==> config.mk <==
export PLATFORM = sky130hd
export DESIGN_NAME = address_datapath
export DESIGN_NICKNAME = d
export VERILOG_FILES = /design/src/rtl/address_datapath_pkg.sv /design/src/rtl/address_datapath.sv
export SDC_FILE = /design/constraint.sdc
export NUM_CORES = 1
export LEC_CHECK = 0
export CORE_MARGIN = 3
export CORE_UTILIZATION = 49
export CTS_CLUSTER_SIZE = 20
export DETAILED_ROUTE_END_ITERATION = 16
export HOLD_SLACK_MARGIN = 0.03
export PLACE_DENSITY = 0.91
export SLEW_MARGIN = 20
export SYNTH_ARGS = -nofsm -noshare
export SYNTH_HDL_FRONTEND = slang
export SYNTH_SLANG_ARGS = --single-unit
==> constraint.sdc <==
create_clock -name i_clk -period 4.2 [get_ports i_clk]
set_clock_uncertainty 0.15 [all_clocks]
set_input_delay 0.42 -clock i_clk [delete_from_list [all_inputs] [get_ports i_clk]]
set_output_delay 0.42 -clock i_clk [all_outputs]
set_load 0.02 [all_outputs]
==> src/rtl/address_datapath_pkg.sv <==
// Shared definitions for the v6502 address path: control-word bit positions,
// addressing-mode codes, datapath state encoding and the index-select helper.
// Imported by address_datapath and by the address FSM that drives it.
package address_datapath_pkg;

  // Bit positions inside the {pc_out, pc_inc, ldlo, ldhi} control word.
  localparam int CTRL_PC_OUT = 3;
  localparam int CTRL_PC_INC = 2;
  localparam int CTRL_LDLO   = 1;
  localparam int CTRL_LDHI   = 0;
  localparam int CTRL_W      = 4;

  // Addressing-mode codes used by the address FSM.
  localparam logic [3:0] ADDR_MODE_IMP  = 4'd0;
  localparam logic [3:0] ADDR_MODE_IMM  = 4'd1;
  localparam logic [3:0] ADDR_MODE_ZP   = 4'd2;
  localparam logic [3:0] ADDR_MODE_ZPX  = 4'd3;
  localparam logic [3:0] ADDR_MODE_ZPY  = 4'd4;
  localparam logic [3:0] ADDR_MODE_ABS  = 4'd5;
  localparam logic [3:0] ADDR_MODE_ABSX = 4'd6;
  localparam logic [3:0] ADDR_MODE_ABSY = 4'd7;

  // Datapath state: normal operation, or the single page-cross fix-up cycle.
  typedef enum logic {
    IDLE  = 1'b0,
    FIXUP = 1'b1
  } state_t;

  // Index byte applied to the EA: X or Y when indexing, otherwise zero.
  function automatic logic [7:0] idx_select(input logic       index_en,
                                            input logic       index_reg,
                                            input logic [7:0] x,
                                            input logic [7:0] y);
    if (!index_en) begin
      return 8'h00;
    end
    return index_reg ? y : x;
  endfunction

endpackage

==> src/rtl/address_datapath.sv <==
// Program counter, effective-address latch and X/Y indexing for the v6502 core.
// Latency: o_addr combinational; PC/EA registered one cycle after the control word.
// Backpressure: a low-byte carry on ldhi inserts one FIXUP cycle with o_stall high.
module address_datapath
  import address_datapath_pkg::*;
#(
  parameter logic [15:0] RESET_PC = 16'hFFFC
) (
  input  logic              i_clk,
  input  logic              i_rst,
  input  logic [CTRL_W-1:0] i_ctrl,
  input  logic [7:0]        i_data,
  input  logic              i_index_en,
  input  logic              i_index_reg,
  input  logic [7:0]        i_x,
  input  logic [7:0]        i_y,
  input  logic              i_zp,
  input  logic              i_pc_load,
  input  logic [15:0]       i_pc_val,
  output logic [15:0]       o_addr,
  output logic [15:0]       o_pc,
  output logic [15:0]       o_ea,
  output logic              o_ea_valid,
  output logic              o_page_cross,
  output logic              o_stall
);

  state_t      state;
  state_t      state_nxt;
  logic [15:0] pc;
  logic [15:0] pc_nxt;
  logic [7:0]  ea_lo;
  logic [7:0]  ea_lo_nxt;
  logic [7:0]  ea_hi;
  logic [7:0]  ea_hi_nxt;
  logic        ea_valid;
  logic        ea_valid_nxt;
  logic        page_cross;
  logic        page_cross_nxt;

  logic        pc_out;
  logic        pc_inc;
  logic        ldlo;
  logic        ldhi;
  logic [7:0]  idx;
  logic [8:0]  idx_sum;
  logic [7:0]  zp_lo;

  assign pc_out = i_ctrl[CTRL_PC_OUT];
  assign pc_inc = i_ctrl[CTRL_PC_INC];
  assign ldlo   = i_ctrl[CTRL_LDLO];
  assign ldhi   = i_ctrl[CTRL_LDHI];

  assign idx     = idx_select(i_index_en, i_index_reg, i_x, i_y);
  // Carry out of bit 7 is the page-cross indicator for absolute,X/Y.
  assign idx_sum = {1'b0, ea_lo} + {1'b0, idx};
  // Zero-page indexing wraps inside page 0, so the carry is simply dropped.
  assign zp_lo   = i_data + (i_zp ? idx : 8'h00);

  // Address bus: zero-latency mux so opcode/immediate fetches need no extra cycle.
  // During FIXUP ea_hi is still uncorrected, which yields the 6502 dummy read.
  assign o_addr       = pc_out ? pc : {ea_hi, ea_lo};
  assign o_pc         = pc;
  assign o_ea         = {ea_hi, ea_lo};
  assign o_ea_valid   = ea_valid;
  assign o_page_cross = page_cross;
  assign o_stall      = (state == FIXUP);

  // State and datapath registers; reset drops any in-flight fix-up.
  always_ff @(posedge i_clk or posedge i_rst) begin
    if (i_rst) begin
      state      <= IDLE;
      pc         <= RESET_PC;
      ea_lo      <= 8'h00;
      ea_hi      <= 8'h00;
      ea_valid   <= 1'b0;
      page_cross <= 1'b0;
    end else begin
      state      <= state_nxt;
      pc         <= pc_nxt;
      ea_lo      <= ea_lo_nxt;
      ea_hi      <= ea_hi_nxt;
      ea_valid   <= ea_valid_nxt;
      page_cross <= page_cross_nxt;
    end
  end

  // Next-state and next-datapath values; everything holds unless updated.
  always_comb begin
    state_nxt      = state;
    pc_nxt         = pc;
    ea_lo_nxt      = ea_lo;
    ea_hi_nxt      = ea_hi;
    ea_valid_nxt   = ea_valid;
    page_cross_nxt = page_cross;

    case (state)
      IDLE: begin
        // Jumps and vector loads beat the sequential increment.
        if (i_pc_load) begin
          pc_nxt = i_pc_val;
        end else if (pc_inc) begin
          pc_nxt = pc + 16'd1;
        end

        // ldhi wins if the FSM ever asserts both strobes.
        if (ldhi) begin
          ea_lo_nxt = idx_sum[7:0];
          ea_hi_nxt = i_data;
          if (idx_sum[8]) begin
            ea_valid_nxt   = 1'b0;
            page_cross_nxt = 1'b1;
            state_nxt      = FIXUP;
          end else begin
            ea_valid_nxt   = 1'b1;
            page_cross_nxt = 1'b0;
          end
        end else if (ldlo) begin
          ea_lo_nxt      = zp_lo;
          ea_hi_nxt      = 8'h00;
          ea_valid_nxt   = i_zp;
          page_cross_nxt = 1'b0;
        end
      end

      default: begin
        // FIXUP: propagate the carry into the high byte; only pc_load is honoured.
        if (i_pc_load) begin
          pc_nxt = i_pc_val;
        end
        ea_hi_nxt    = ea_hi + 8'd1;
        ea_valid_nxt = 1'b1;
        state_nxt    = IDLE;
      end
    endcase
  end

endmodule

==> impl_metrics.py, run 1 <==
metrics = {
    "outcome": {
        "outcome": "complete, no violations",
    },
    "drt": {
        "finalWirelength_microns": 7730,
        "route.vias.total": 2692,
        "drt.antenna.violating_nets": 0,
        "drt-vias-per-instance": 5.70,
        "route.detailed.wl_per_inst_microns": 16.4,
        "number_of_remaining_drc_errors": 0,
        "number_of_drc_markers_in_iteration_0": 139,
        "drt_first_pass_iters": 5,
    },
    "grt": {
        "grt_pass1_vias": 2546,
        "grt_use_met2": 0.428,
        "gr-max-usage-layer": "met2",
        "global_route.overflow_total": 0,
        "groute.usage.overall": 0.244,
        "gr-usage-met1": 0.297,
        "grt_start_max_net_pins": 33,
        "grt_util_met3": 0.0477,
        "initial_antenna_violation_count": 0,
        "grt_first_pass_wirelength_microns": 12400,
    },
    "cts": {
        "cts-htree-levels": 2,
        "clock_sinks": 35,
        "hold_buffers": 0,
        "clock_pin_slew_of_the_registers_on_the_worst_case_setup_and_hold_paths_ns": 0.07,
        "number_of_instances_resized_during_post_cts_repair": 0,
        "post_cts_buffers": 0,
        "clkLatencyLatePin_ns": 0.29,
        "clk_root_buffer_cell": "clkbuf_8",
        "cts_inserted_buffers": 5,
        "cts_tree": "yes",
        "cts_buffer_depth": 2,
    },
    "critical_path": {
        "worst_path_largest_cell_delay_ns": 0.72,
        "crit_buf_inv": 1,
        "timing.critical_path.max_delay_family": "compound AO/OA/AOI/OAI gates",
        "r2r-start": "o_stall$_DFF_PP0_",
        "rrSetupSlack_ns": 1.82,
        "worstSetupStartpointType": "primary input",
        "setup.worst_path.class": "in -> reg",
        "crit_path_cell_trace": "clkdlybuf4s50_1 > mux2i_1 > nor2b_1 > ha_1 > fa_1 > a21o_1 > a221oi_2 > nor2b_1 > o21a_1 > nor2_1 > o21ai_1",
        "worstPathMaxFanout": 8,
        "library_cell_appearing_most_often_on_the_critical_path": "nor2b_1",
        "worstPathArrival_ns": 3.05,
        "reg2reg_to": "o_pc[14]$_DFFE_PP1P_",
        "worst_path_max_delay_cell": "clkdlybuf4s50_1",
        "worst-endpoint-required_ns": 4.23,
        "critical_path.endpoint_type": "flop",
        "r2r.worst_path.cells": 6,
    },
    "logic_synthesis": {
        "synth.top_cells.by_area": "dfrtp_1 (19%), dfstp_2 (13%), ha_1 (7.7%)",
        "synth.ff_latch_count": 35,
        "ys_warn_count": 0,
        "synth-main-ff-cell": "dfrtp_1",
        "synth_largest_area_cell": "dfrtp_1",
        "synth-edff-count": 0,
        "synth_seq_area_share": 0.324,
        "syn_inst": 305,
        "synthDominantCellAreaShare": 0.191,
        "syn_area_sq_um": 2760,
        "async_flop_share": 1.00,
        "average_footprint_of_a_synthesized_cell_sq_um": 9.03,
        "synth_nets": 374,
        "ys_types": 48,
    },
    "timing": {
        "grt_setup_unrepaired": "no",
        "slew-limit-headroom": 0.368,
        "hold-worst-slack_ns": 0.370,
        "final-max-slew-violation-count": 0,
        "hold_viol_final": 0,
        "max_slew.worst_pin.slew_ns": 0.946,
        "post-route-min-period_ns": 3.03,
        "final-setup-viol-count": 0,
        "timing.final.crit_share": 0.721,
        "setup-tns-final_ns": 0,
        "max_frequency_mhz": 330,
    },
    "pwr": {
        "power_density_nw_per_um2": 437,
        "worst_ir_drop_vdd_mv": 0.251,
        "leakage_nw": 1.62,
    },
    "min_path": {
        "hp_start": "o_page_cross$_DFFE_PP0P_",
        "hold_path_endpoint": "o_page_cross$_DFFE_PP0P_",
        "worst_hold_path_type": "reg -> reg",
        "min_delay_path_depth": 2,
    },
    "final_layout": {
        "final_net_count": 470,
        "n_antenna_cell": 0,
        "layout_commonest_cell": "clkdlybuf4s50_1",
        "filler_cell_count": 401,
        "drive_above_1_share": 0.117,
        "mostFrequentLayoutCells": "clkdlybuf4s50_1 (100), nand2_1 (35), o21ai_0 (26), dfrtp_1 (21), a21oi_1 (20)",
        "area.growth.synth_to_final_pct": 41.4,
    },
    "place": {
        "weighted_congestion_at_the_end_of_routability_driven_global_placement": 0.889,
        "dp.final_hpwl_microns": 6130,
        "port_buffers": 100,
    },
    "floorplanning": {
        "dieHeight_microns": 81.0,
        "die_w_microns": 81.0,
        "io_pins": 101,
        "floorplan.initialDensity": 0.523,
        "placement_rows": 26,
        "floorplan.die_area_sq_um": 6560,
        "core_region_area_sq_um": 5270,
    },
    "job": {
        "cap_violations": 0,
    },
}
[metrics by stage]
| step | worst slack (ns) | utilization | cell area, sq um | cells | power, mW |
|---|---|---|---|---|---|
| 3_3_place_gp | 0.948 | 0.720 | 3800 | 464 | 1.40 |
| 3_5_place_dp | 0.871 | 0.720 | 3800 | 464 | 1.43 |
| 5_1_grt | 0.967 | 0.739 | 3900 | 472 | 1.81 |
| 6_report | 1.17 | 0.739 | 3900 | 472 | 1.70 |
| 4_1_cts | 1.19 | 0.739 | 3900 | 472 | 1.71 |
| 2_1_floorplan | 1.65 | - | 2760 | 305 | 1.04 |
[area by class of cell]
type / count / area, sq um / area share
multi-input combinational: 249 / 1770 / 0.455
timing repair buffer: 101 / 1010 / 0.259
sequential: 35 / 893 / 0.229
clock buffer: 8 / 100 / 0.0257
tap: 70 / 87.6 / 0.0225
inverter: 9 / 33.8 / 0.00867
[per-layer routing]
metal	vias up	routed length, microns
met4	0	138
met5	-	0
met3	16	701
li1	1278	-
met2	149	3800
met1	1249	3090
[worst max-delay path by stage]
stage,startpoint,endpoint,slack [ns],cells after the start
3_5_place_dp,i_index_reg,o_page_cross$_DFFE_PP0P_,0.87,11
5_1_grt,i_index_reg,o_page_cross$_DFFE_PP0P_,0.97,11
3_3_place_gp,i_index_reg,o_page_cross$_DFFE_PP0P_,0.95,11
6_report,i_index_reg,o_page_cross$_DFFE_PP0P_,1.17,11
4_1_cts,i_index_reg,o_page_cross$_DFFE_PP0P_,1.19,11
2_1_floorplan,i_index_reg,o_page_cross$_DFFE_PP0P_,1.65,11
[where the power goes]
| part | internal, mW | switching, mW | total [mW] |
|---|---|---|---|
| clock network | 0.150 | 0.121 | 0.271 |
| logic | 0.443 | 0.427 | 0.870 |
| registers | 0.426 | 0.135 | 0.561 |
| total | 1.02 | 0.684 | 1.70 |
[Yosys cell counts (all sizes together), types with 2 or more instances]
library cell  instances
nand2b                2
buf                   4
a21oi                20
a221oi                3
nand4                 4
ha                   17
nand3                10
mux2                 17
o21a                  2
a21o                  9
xor2                 14
and2                  7
nor2b                11
o21ai                31
nor3                  2
dfrtp                21
fa                    2
nor3b                 3
and3                  5
mux2i                10
nand2                35
dfstp                14
a221o                 2
xnor2                12
a211oi                3
clkbuf                8
nor2                 16
inv                   9
[flip-flops by register name, summed over array words and instances, names as in the netlist]
signal and flops:
ea_hi 8, o_pc 16, o_stall 1, o_ea_valid 1, ea_lo 8, o_page_cross 1
[cells by family after synthesis]
logic type,Yosys count,share of synthesized area
compound gates,79,0.178
xor+xnor,26,0.0827
fa+ha+maj,19,0.0917
buf+inv,21,0.0322
flops,35,0.324
mux,27,0.106
simple gates,98,0.185
[worst register-to-register path, cell delays in order, from the launching register on]
cell and delay, ns:
dfrtp_1 0.64, nor2b_1 0.58, nand3_1 0.20, nor2_1 0.29, nand2_1 0.12, xor2_1 0.16, o21ai_1 0.15
Note: power is estimated with default switching activity, not from simulation.
==> run 2, diff against run 1 <==
--- a/config.mk
+++ b/config.mk
@@ -6,11 +6,11 @@
 export NUM_CORES = 1
 export LEC_CHECK = 0
 export CORE_MARGIN = 3
-export CORE_UTILIZATION = 49
+export CORE_UTILIZATION = 41
 export CTS_CLUSTER_SIZE = 20
 export DETAILED_ROUTE_END_ITERATION = 16
 export HOLD_SLACK_MARGIN = 0.03
-export PLACE_DENSITY = 0.91
+export PLACE_DENSITY = 0.82
 export SLEW_MARGIN = 20
 export SYNTH_ARGS = -nofsm -noshare
 export SYNTH_HDL_FRONTEND = slang
==> constraint.sdc (replaced) <==
create_clock -name i_clk -period 2.5 [get_ports i_clk]
set_clock_uncertainty 0.15 [all_clocks]
set_input_delay 0.25 -clock i_clk [delete_from_list [all_inputs] [get_ports i_clk]]
set_output_delay 0.25 -clock i_clk [all_outputs]
set_load 0.02 [all_outputs]
==> run 2 against run 1 <==
Compared with the run above: clock-buffer cell count down 1; wire length up 7.7%; first-iteration DRC count decreased by 3.6%; global-route usage down 2.6 points; critical path depth is the same; final cell count rose by 7.6%; core utilization shrank 9.4 points; sequential power grew 68%; total power grew 76%; critical endpoint unchanged.
==> impl_metrics.py, run 2 (synthesis results as in run 1) <==
metrics = {
    "critical_path": {
        "r2r-start": "ea_lo[0]$_DFFE_PP0P_",
        "reg2reg_to": "o_page_cross$_DFFE_PP0P_",
        "worstPathArrival_ns": 2.41,
        "worst-endpoint-required_ns": 2.51,
        "r2r.worst_path.cells": 8,
        "setup.worst_path.class": "in -> reg",
        "worst_path_largest_cell_delay_ns": 0.40,
        "critical_path.endpoint_type": "flop",
        "worstSetupStartpointType": "primary input",
        "crit_path_cell_trace": "clkdlybuf4s50_1 > mux2i_1 > nor2b_1 > ha_1 > fa_2 > a21o_1 > a221oi_2 > nor2b_1 > o21a_1 > nor2_2 > o21ai_1",
        "library_cell_appearing_most_often_on_the_critical_path": "nor2b_1",
        "worstPathMaxFanout": 2,
        "worst_path_max_delay_cell": "clkdlybuf4s50_1",
        "rrSetupSlack_ns": 0.23,
    },
    "timing": {
        "final-max-slew-violation-count": 0,
        "post-route-min-period_ns": 2.39,
        "final-setup-viol-count": 0,
        "max_frequency_mhz": 418,
        "timing.final.crit_share": 0.958,
        "max_slew.worst_pin.slew_ns": 0.705,
        "grt_setup_unrepaired": "no",
        "hold_viol_final": 0,
        "slew-limit-headroom": 0.527,
    },
    "cts": {
        "clk_root_buffer_cell": "clkbuf_8",
        "cts-htree-levels": 2,
        "clock_sinks": 35,
        "hold_buffers": 0,
        "clock_pin_slew_of_the_registers_on_the_worst_case_setup_and_hold_paths_ns": 0.08,
        "cts_inserted_buffers": 5,
        "clkLatencyLatePin_ns": 0.29,
        "cts_tree": "yes",
        "cts_buffer_depth": 2,
    },
    "final_layout": {
        "final_net_count": 499,
        "drive_above_1_share": 0.190,
        "layout_commonest_cell": "clkdlybuf4s50_1",
        "utilization": 0.646,
        "post-route-cell-area_sq_um": 4150,
        "filler_cell_count": 537,
        "mostFrequentLayoutCells": "clkdlybuf4s50_1 (99), nand2_1 (35), buf_4 (29), o21ai_0 (26), dfrtp_1 (21)",
        "area.growth.synth_to_final_pct": 50.5,
        "n_antenna_cell": 0,
        "max_reg_flops": 16,
    },
    "pwr": {
        "portion_of_total_power_attributed_to_the_clock_network": 0.145,
        "share_seq_of_total_power": 0.315,
        "power_density_nw_per_um2": 722,
        "worst_ir_drop_vdd_mv": 0.326,
        "switching_share": 0.402,
        "portion_of_total_power_attributed_to_combinational_logic": 0.540,
        "leakage_nw": 1.76,
        "cell_internal_pwr_mw": 1.79,
        "switchingPower_mw": 1.20,
    },
    "grt": {
        "grt_first_pass_wirelength_microns": 13200,
        "grt_start_max_net_pins": 36,
        "initial_antenna_violation_count": 0,
        "groute.usage.overall": 0.218,
        "grt_pass1_vias": 2734,
        "global_route.overflow_total": 0,
    },
    "floorplanning": {
        "dieHeight_microns": 88.0,
        "io_pins": 101,
        "floorplan.die_area_sq_um": 7740,
        "floorplan.initialDensity": 0.429,
        "core_region_area_sq_um": 6420,
        "die_w_microns": 88.0,
        "placement_rows": 29,
    },
    "min_path": {
        "worst_hold_path_type": "in -> async",
    },
    "drt": {
        "drt-vias-per-instance": 5.44,
        "drt_first_pass_iters": 4,
        "drt.antenna.violating_nets": 0,
        "number_of_remaining_drc_errors": 0,
        "finalWirelength_microns": 8320,
        "number_of_drc_markers_in_iteration_0": 134,
        "route.vias.total": 2761,
        "route.detailed.wl_per_inst_microns": 16.4,
    },
    "place": {
        "dpl_cell_area_sq_um": 4030,
        "dp.final_hpwl_microns": 6570,
        "weighted_congestion_at_the_end_of_routability_driven_global_placement": 0.853,
        "port_buffers": 100,
    },
    "outcome": {
        "outcome": "complete, no violations",
    },
    "job": {
        "cap_violations": 0,
    },
}
run 2: worst max path at each step:
stage / slack (ns) / end / start
after detailed placement: -0.46 / ea_lo[5]$_DFFE_PP0P_ / i_index_reg
after global routing: 0.02 / o_page_cross$_DFFE_PP0P_ / i_x[0]
after global placement: -0.32 / o_page_cross$_DFFE_PP0P_ / i_index_reg
final: 0.11 / o_page_cross$_DFFE_PP0P_ / i_y[0]
after CTS: 0.05 / ea_lo[5]$_DFFE_PP0P_ / i_y[1]
after floorplan: 0.12 / o_page_cross$_DFFE_PP0P_ / i_index_reg
run 2: worst max-delay path: cells and delay by family:
family	cells	cell delay [ns]
AOI/OAI and AO/OA	4	0.78
buffers and inverters	1	0.40
adders and majority gates	2	0.56
and+or+nand+nor	3	0.29
muxes	1	0.13
run 2: power groups by stage:
stage               Clock [mW]  Combinational [mW]  Sequential, mW
floorplan                    0               0.713            1.03
finish                   0.433                1.62           0.942
detailed placement           0                1.60           0.947
CTS                      0.441                1.61           0.940
global placement             0                1.56           0.946
global route             0.478                1.75           0.966
run 2: final cells by class:
cell class	instances	area, sq um	share of cell area
clock buffer	7	86.3	0.0208
sequential	35	893	0.215
clock inverter	1	5.00	0.00121
multi-input combinational	249	1790	0.433
timing repair buffer	130	1240	0.298
inverter	9	33.8	0.00815
tap	77	96.3	0.0232
run 2: repair_timing:
item	4_1_cts	5_1_grt
setup endpoints to repair	6	4
buffers inserted	0	1
pin swaps	1	1
endpoints found under the hold margin	0	0
cloned	0	0
resized for setup	3	4
run 2: routing by layer:
metal / part of all wire / vias to the layer above / track usage
met3: 0.068 / 14 / 0.0367
met4: 0.018 / 0 / 0.0711
li1: - / 1334 / -
met2: 0.50 / 112 / 0.382
met1: 0.42 / 1301 / 0.272
met5: 0 / - / 0
run 2: metrics by stage:
step	TNS [ns]	setup WS, ns	hold WS (ns)	std cells	power (mW)
6_report	0	0.105	0.217	508	2.99
5_1_grt	0	0.0240	0.267	508	3.19
4_1_cts	0	0.0509	0.233	507	2.99
3_5_place_dp	-3.12	-0.459	0.352	499	2.54
3_3_place_gp	-2.22	-0.318	0.349	499	2.50
2_1_floorplan	0	0.124	0.174	305	1.74
